## src/rtl/div_unit.sv

```systemverilog
`default_nettype none
// ============================================================================
// Module   : div_unit
// Purpose  : Iterative restoring divider for UDIV/SDIV in the execute stage.
//            Produces {remainder, quotient} one quotient bit per cycle and
//            holds a stall request to the hazard unit while it works.
// Ports    : clk         - system clock, rising edge
//            reset       - asynchronous active-low reset
//            start       - request a division (sampled only in IDLE)
//            is_signed   - 1 = SDIV, 0 = UDIV (latched with start)
//            dividend    - numerator (latched with start)
//            divisor     - denominator (latched with start)
//            flush       - abort an in-flight operation
//            stall_req   - stall request to the hazard unit
//            busy        - high while iterating
//            done        - one-cycle pulse, result valid
//            result      - {remainder, quotient}
//            div_by_zero - set when the last completed operation had divisor 0
// Revision : 1.0 - initial release
// ============================================================================
module div_unit #(
    parameter int WIDTH = 32,
    parameter int CNT_W = 6
) (
    input  logic               clk,
    input  logic               reset,
    input  logic               start,
    input  logic               is_signed,
    input  logic [WIDTH-1:0]   dividend,
    input  logic [WIDTH-1:0]   divisor,
    input  logic               flush,
    output logic               stall_req,
    output logic               busy,
    output logic               done,
    output logic [2*WIDTH-1:0] result,
    output logic               div_by_zero
);

    typedef enum logic [1:0] {
        S_IDLE = 2'd0,
        S_CALC = 2'd1,
        S_FIN  = 2'd2
    } state_t;

    state_t             r_state;
    logic [CNT_W-1:0]   r_count;
    logic [WIDTH-1:0]   r_rem;      // partial remainder, always < |divisor|
    logic [WIDTH-1:0]   r_quo;      // dividend bits shift out of the MSB, quotient bits shift in at the LSB
    logic [WIDTH-1:0]   r_dvs;      // |divisor|
    logic               r_neg_q;
    logic               r_neg_r;

    logic               w_a_neg;
    logic               w_b_neg;
    logic [WIDTH-1:0]   w_a_mag;
    logic [WIDTH-1:0]   w_b_mag;
    logic [WIDTH:0]     w_rem_sh;
    logic [WIDTH:0]     w_diff;
    logic               w_ge;
    logic [WIDTH-1:0]   w_rem_nx;
    logic [WIDTH-1:0]   w_quo_nx;
    logic [WIDTH-1:0]   w_q_fin;
    logic [WIDTH-1:0]   w_r_fin;

    // Operand magnitudes (two's complement negation modulo 2^WIDTH).
    assign w_a_neg  = is_signed & dividend[WIDTH-1];
    assign w_b_neg  = is_signed & divisor[WIDTH-1];
    assign w_a_mag  = w_a_neg ? (~dividend + 1'b1) : dividend;
    assign w_b_mag  = w_b_neg ? (~divisor + 1'b1) : divisor;

    // One restoring step. The shifted remainder is WIDTH+1 bits so the
    // compare never overflows; the top bit of the difference is the borrow.
    assign w_rem_sh = {r_rem, r_quo[WIDTH-1]};
    assign w_diff   = w_rem_sh - {1'b0, r_dvs};
    assign w_ge     = ~w_diff[WIDTH];
    assign w_rem_nx = w_ge ? w_diff[WIDTH-1:0] : w_rem_sh[WIDTH-1:0];
    assign w_quo_nx = {r_quo[WIDTH-2:0], w_ge};

    // Truncation toward zero: quotient negative when signs differ,
    // remainder follows the sign of the dividend.
    assign w_q_fin  = r_neg_q ? (~w_quo_nx + 1'b1) : w_quo_nx;
    assign w_r_fin  = r_neg_r ? (~w_rem_nx + 1'b1) : w_rem_nx;

    assign stall_req = ((r_state == S_IDLE) & start & ~flush) | (r_state == S_CALC);
    assign busy      = (r_state == S_CALC);

    always_ff @(posedge clk or negedge reset) begin
        if (!reset) begin
            r_state     <= S_IDLE;
            r_count     <= '0;
            r_rem       <= '0;
            r_quo       <= '0;
            r_dvs       <= '0;
            r_neg_q     <= 1'b0;
            r_neg_r     <= 1'b0;
            done        <= 1'b0;
            result      <= '0;
            div_by_zero <= 1'b0;
        end else begin
            done <= 1'b0;
            case (r_state)
                S_IDLE: begin
                    if (start && !flush) begin
                        r_neg_q <= w_a_neg ^ w_b_neg;
                        r_neg_r <= w_a_neg;
                        r_quo   <= w_a_mag;
                        r_dvs   <= w_b_mag;
                        r_rem   <= '0;
                        if (divisor == '0) begin
                            // Zero divide finishes immediately with the raw dividend as remainder.
                            result      <= {dividend, {WIDTH{1'b0}}};
                            div_by_zero <= 1'b1;
                            done        <= 1'b1;
                            r_state     <= S_FIN;
                        end else begin
                            r_count <= CNT_W'(WIDTH);
                            r_state <= S_CALC;
                        end
                    end
                end
                S_CALC: begin
                    if (flush) begin
                        r_count <= '0;
                        r_state <= S_IDLE;
                    end else begin
                        r_rem   <= w_rem_nx;
                        r_quo   <= w_quo_nx;
                        r_count <= r_count - 1'b1;
                        if (r_count == CNT_W'(1)) begin
                            // Last bit: capture the sign-corrected result so it is
                            // valid during the FIN cycle alongside done.
                            result      <= {w_r_fin, w_q_fin};
                            div_by_zero <= 1'b0;
                            done        <= 1'b1;
                            r_state     <= S_FIN;
                        end
                    end
                end
                S_FIN: begin
                    r_state <= S_IDLE;
                end
                default: begin
                    r_state <= S_IDLE;
                end
            endcase
        end
    end

endmodule
`default_nettype wire
```

## config.mk

```make
export PLATFORM = sky130hd
export DESIGN_NAME = div_unit
export DESIGN_NICKNAME = d
export VERILOG_FILES = /design/src/rtl/div_unit.sv
export SDC_FILE = /design/constraint.sdc
export NUM_CORES = 1
export LEC_CHECK = 0
export BUFFER_PORTS_ARGS = -buffer_cell sky130_fd_sc_hd__buf_2
export CAP_MARGIN = 5
export CORE_UTILIZATION = 55
export CTS_BUF_LIST = sky130_fd_sc_hd__clkbuf_8
export CTS_CLUSTER_DIAMETER = 150
export DETAILED_ROUTE_END_ITERATION = 7
export PLACE_DENSITY = 0.76
export SYNTH_ARGS = -nofsm -noshare
export SYNTH_HDL_FRONTEND = slang
export SYNTH_SLANG_ARGS = --single-unit
```

## constraint.sdc

```tcl
create_clock -name clk -period 16.96 [get_ports clk]
set_input_delay 1.696 -clock clk [delete_from_list [all_inputs] [get_ports clk]]
set_output_delay 1.696 -clock clk [all_outputs]
set_load 0.1 [all_outputs]
```

==> run metrics <==
H-tree Lvls=4; DR WL/cell=16.9 um; Hold Crit Depth=2; max-slew violations=0; clock tree root driver cell=clkbuf_8; area of the multi-input gates=~7400 um2; Min-Delay Startpoint=result[20]; Syn Inst Count=1559; outcome=finished clean; sum of negative setup slack=0 ns; most frequent cells in the layout=nand2_1, o21ai_0, dfrtp_1; placer congestion estimate=0.916; relative slew slack=26.2%; Post-Synth Simple-Gate Area=20.2%; Clk Latency, worst-skew pair=0.47 ns; RSZ-0062 raised after global routing=false; largest net degree at the start of global routing=between 90 and 100; Tot GR Track Use=29.0%; complex-gate fraction of the synthesized area=about 25%; Synth Cell Area=12300 um2; Crit. End Element=flip-flop; Hold EP=result[20]; worst-margin pin slew=between 1 and 1.5 ns; XOR/XNOR share of the synthesized area=under 10%; share of cells above drive strength 1=12.5%; I/O Buffers=136; largest family of logic cells by synthesized area=compound AO/OA/AOI/OAI gates; CTS tree=built; Core Footprint=21900 um2; Post-route DRC=0; Reg2Reg Setup Slack=11.11 ns; EDFF count, synth=0; dpl hpwl=24500 um; most common cell after layout, fill and taps aside=nand2_1; diode count=0; Worst-path clk slew=0.10 ns; Detail Route Antenna Nets=0; dominant synthesized flop cell=dfrtp_1; worst hold path class=flip-flop to flip-flop; PostCTS Resize Cnt=0; row count=54; fin crit share=between 30 and 40%; post-synthesis adder-cell area fraction=approximately 4.0%; Synth cell types=76; Num CTS Buffers=17; multiplexer area fraction after synthesis=2.07%; Overflow after GRT=0; R2R depth=22; Synth Area per Inst=7.88 um2; Iter 0 DRT Violations=898; Syn. warnings=0; Worst R2R End=result[60]; Die Wd=~150 um; Seq/Total Area, Yosys=35.0%; post-CTS setup buffers=0; Area Growth Syn to Fin=9.94%; Net count, final=1749; final-layout fill cell count=2007; first-pass GRT wire length=52500 um; Synth Register Bits=172; Die Footprint=around 23000 um2; CP Data Arrival Time=roughly 6.3 ns; Peak Freq=171 MHz; setup violators final=0; initial antenna violation count=0; Clock Tree Buf Depth=2; Final Hold Vio Count=0; syn_nets=1667; Max Cap Violations=0; WL final=around 33000 um; reg-to-reg startpoint=r_quo[31]; CTS sink count=172; die height=151 um; Initial DRT Pass Iterations=7; vias in the first global route=a little over 10000; Worst setup SP type=flip-flop; Max Clock Skew=0.0212 ns; Final min period=5.85 ns; FFs w/ async S/R, synth=100%; CP Class=flip-flop to flip-flop; IO Pins=137; # hold bufs at CTS=0; Initial Utilization=56.1%; via count=around 12000; Reg area=4300 um2; Max Fanout on Critical Path=13; WP data required=17.36 ns; routed vias/inst=5.96
==> Yosys cell counts (7+ instances only) <==
cell / number / area share, %
dfrtp_1: 172 / 35
nand4_1: 12 / 0.61
mux2i_1: 22 / 1.8
nand2_1: 224 / 6.8
ha_1: 38 / 3.9
nand2b_1: 8 / 0.41
o21ai_0: 215 / 8.8
xor2_1: 65 / 4.6
o21a_1: 15 / 0.92
o211ai_1: 10 / 0.61
nor4_1: 22 / 1.1
xnor2_1: 63 / 4.5
and3_1: 10 / 0.51
nand3_1: 13 / 0.53
a211oi_1: 16 / 0.98
or3_1: 30 / 1.5
o31ai_1: 17 / 1.0
and2_1: 9 / 0.46
inv_1: 57 / 1.7
a31oi_1: 16 / 0.81
a21oi_1: 140 / 5.7
nor2_1: 124 / 3.8
clkbuf_1: 68 / 2.1
buf_1: 7 / 0.21
or4_1: 8 / 0.49
nor2b_1: 8 / 0.41
nor3_1: 40 / 1.6
buf_2: 9 / 0.37
o41ai_1: 10 / 0.71
o22ai_1: 9 / 0.46
a21o_1: 8 / 0.49
==> how the worst max path moves through the flow <==
| stage | start | to | slack, ns | depth (start not counted) |
|---|---|---|---|---|
| after floorplan | r_quo[31] | result[60] | 11.44 | 24 |
| after global placement | divisor[10] | result[60] | 11.32 | 15 |
| after detailed placement | r_quo[31] | result[60] | 11.23 | 22 |
| after CTS | r_quo[31] | result[60] | 11.17 | 22 |
| after global routing | r_quo[31] | result[60] | 10.70 | 21 |
| final | r_quo[31] | result[60] | 11.11 | 22 |
==> worst max-delay path: stages (launching register included) <==
cell and delay (ns):
dfrtp_1 0.42, inv_1 0.09, ha_1 0.19, inv_1 0.06
fa_1 0.43, a211oi_2 0.29, o211a_1 0.26, o31a_4 0.21
a211oi_2 0.10, nor3_1 0.74, nor2_4 0.04, inv_2 0.22
nor2_1 0.06, a21oi_1 0.23, ha_1 0.28, o2111ai_1 0.18
nor4_1 0.29, nand4_2 0.18, o32a_1 0.45, or2_1 0.26
o41a_1 0.45, nor4_1 0.22, nand3b_1 0.13
==> registers in the layout, summed over array words and instances, names as in the netlist <==
name and flops:
div_by_zero 1, done 1, r_count 6, r_dvs 32
r_neg_q 1, r_neg_r 1, r_quo 32, r_rem 32
r_state 2, result 64
==> layer usage <==
layer  vias to the layer above  GRT usage, %  share of wire [%]
li1                       5714             -                  -
met1                      5378          40.9                 46
met2                       399          46.4                 45
met3                        39          4.07                6.9
met4                         0          7.90                1.7
met5                         -             0                  0
==> cell type report <==
| cell class | count | share of cell area [%] |
|---|---|---|
| multi-input combinational | 1242 | 55.0 |
| sequential | 172 | 31.9 |
| timing repair buffer | 149 | 5.81 |
| tap | 280 | 2.59 |
| clock buffer | 17 | 1.73 |
| inverter | 59 | 1.64 |
| clock inverter | 15 | 1.34 |
==> cell families (layout without fill, tap and decap cells) <==
family / count (synthesis) / after routing
simple gates: 537 / 537
xor+xnor: 128 / 128
mux: 25 / 25
compound gates: 513 / 513
fa+ha+maj: 39 / 39
buf+inv: 145 / 240
flops: 172 / 172
==> per-stage QoR <==
step	hold WS [ns]	util (%)	worst slack (ns)	instance area [um2]	instances
finish	0.480	61.7	11.11	13500	1934
global route	0.510	61.7	10.70	13500	1934
CTS	0.487	61.7	11.17	13500	1934
detailed placement	0.465	59.8	11.23	13100	1902
global placement	0.457	59.8	11.32	13100	1902
floorplan	0.450	-	11.44	12300	1559
Power is not shown: default switching activity piles up to over one toggle a cycle in this logic, so the estimate is an artifact.
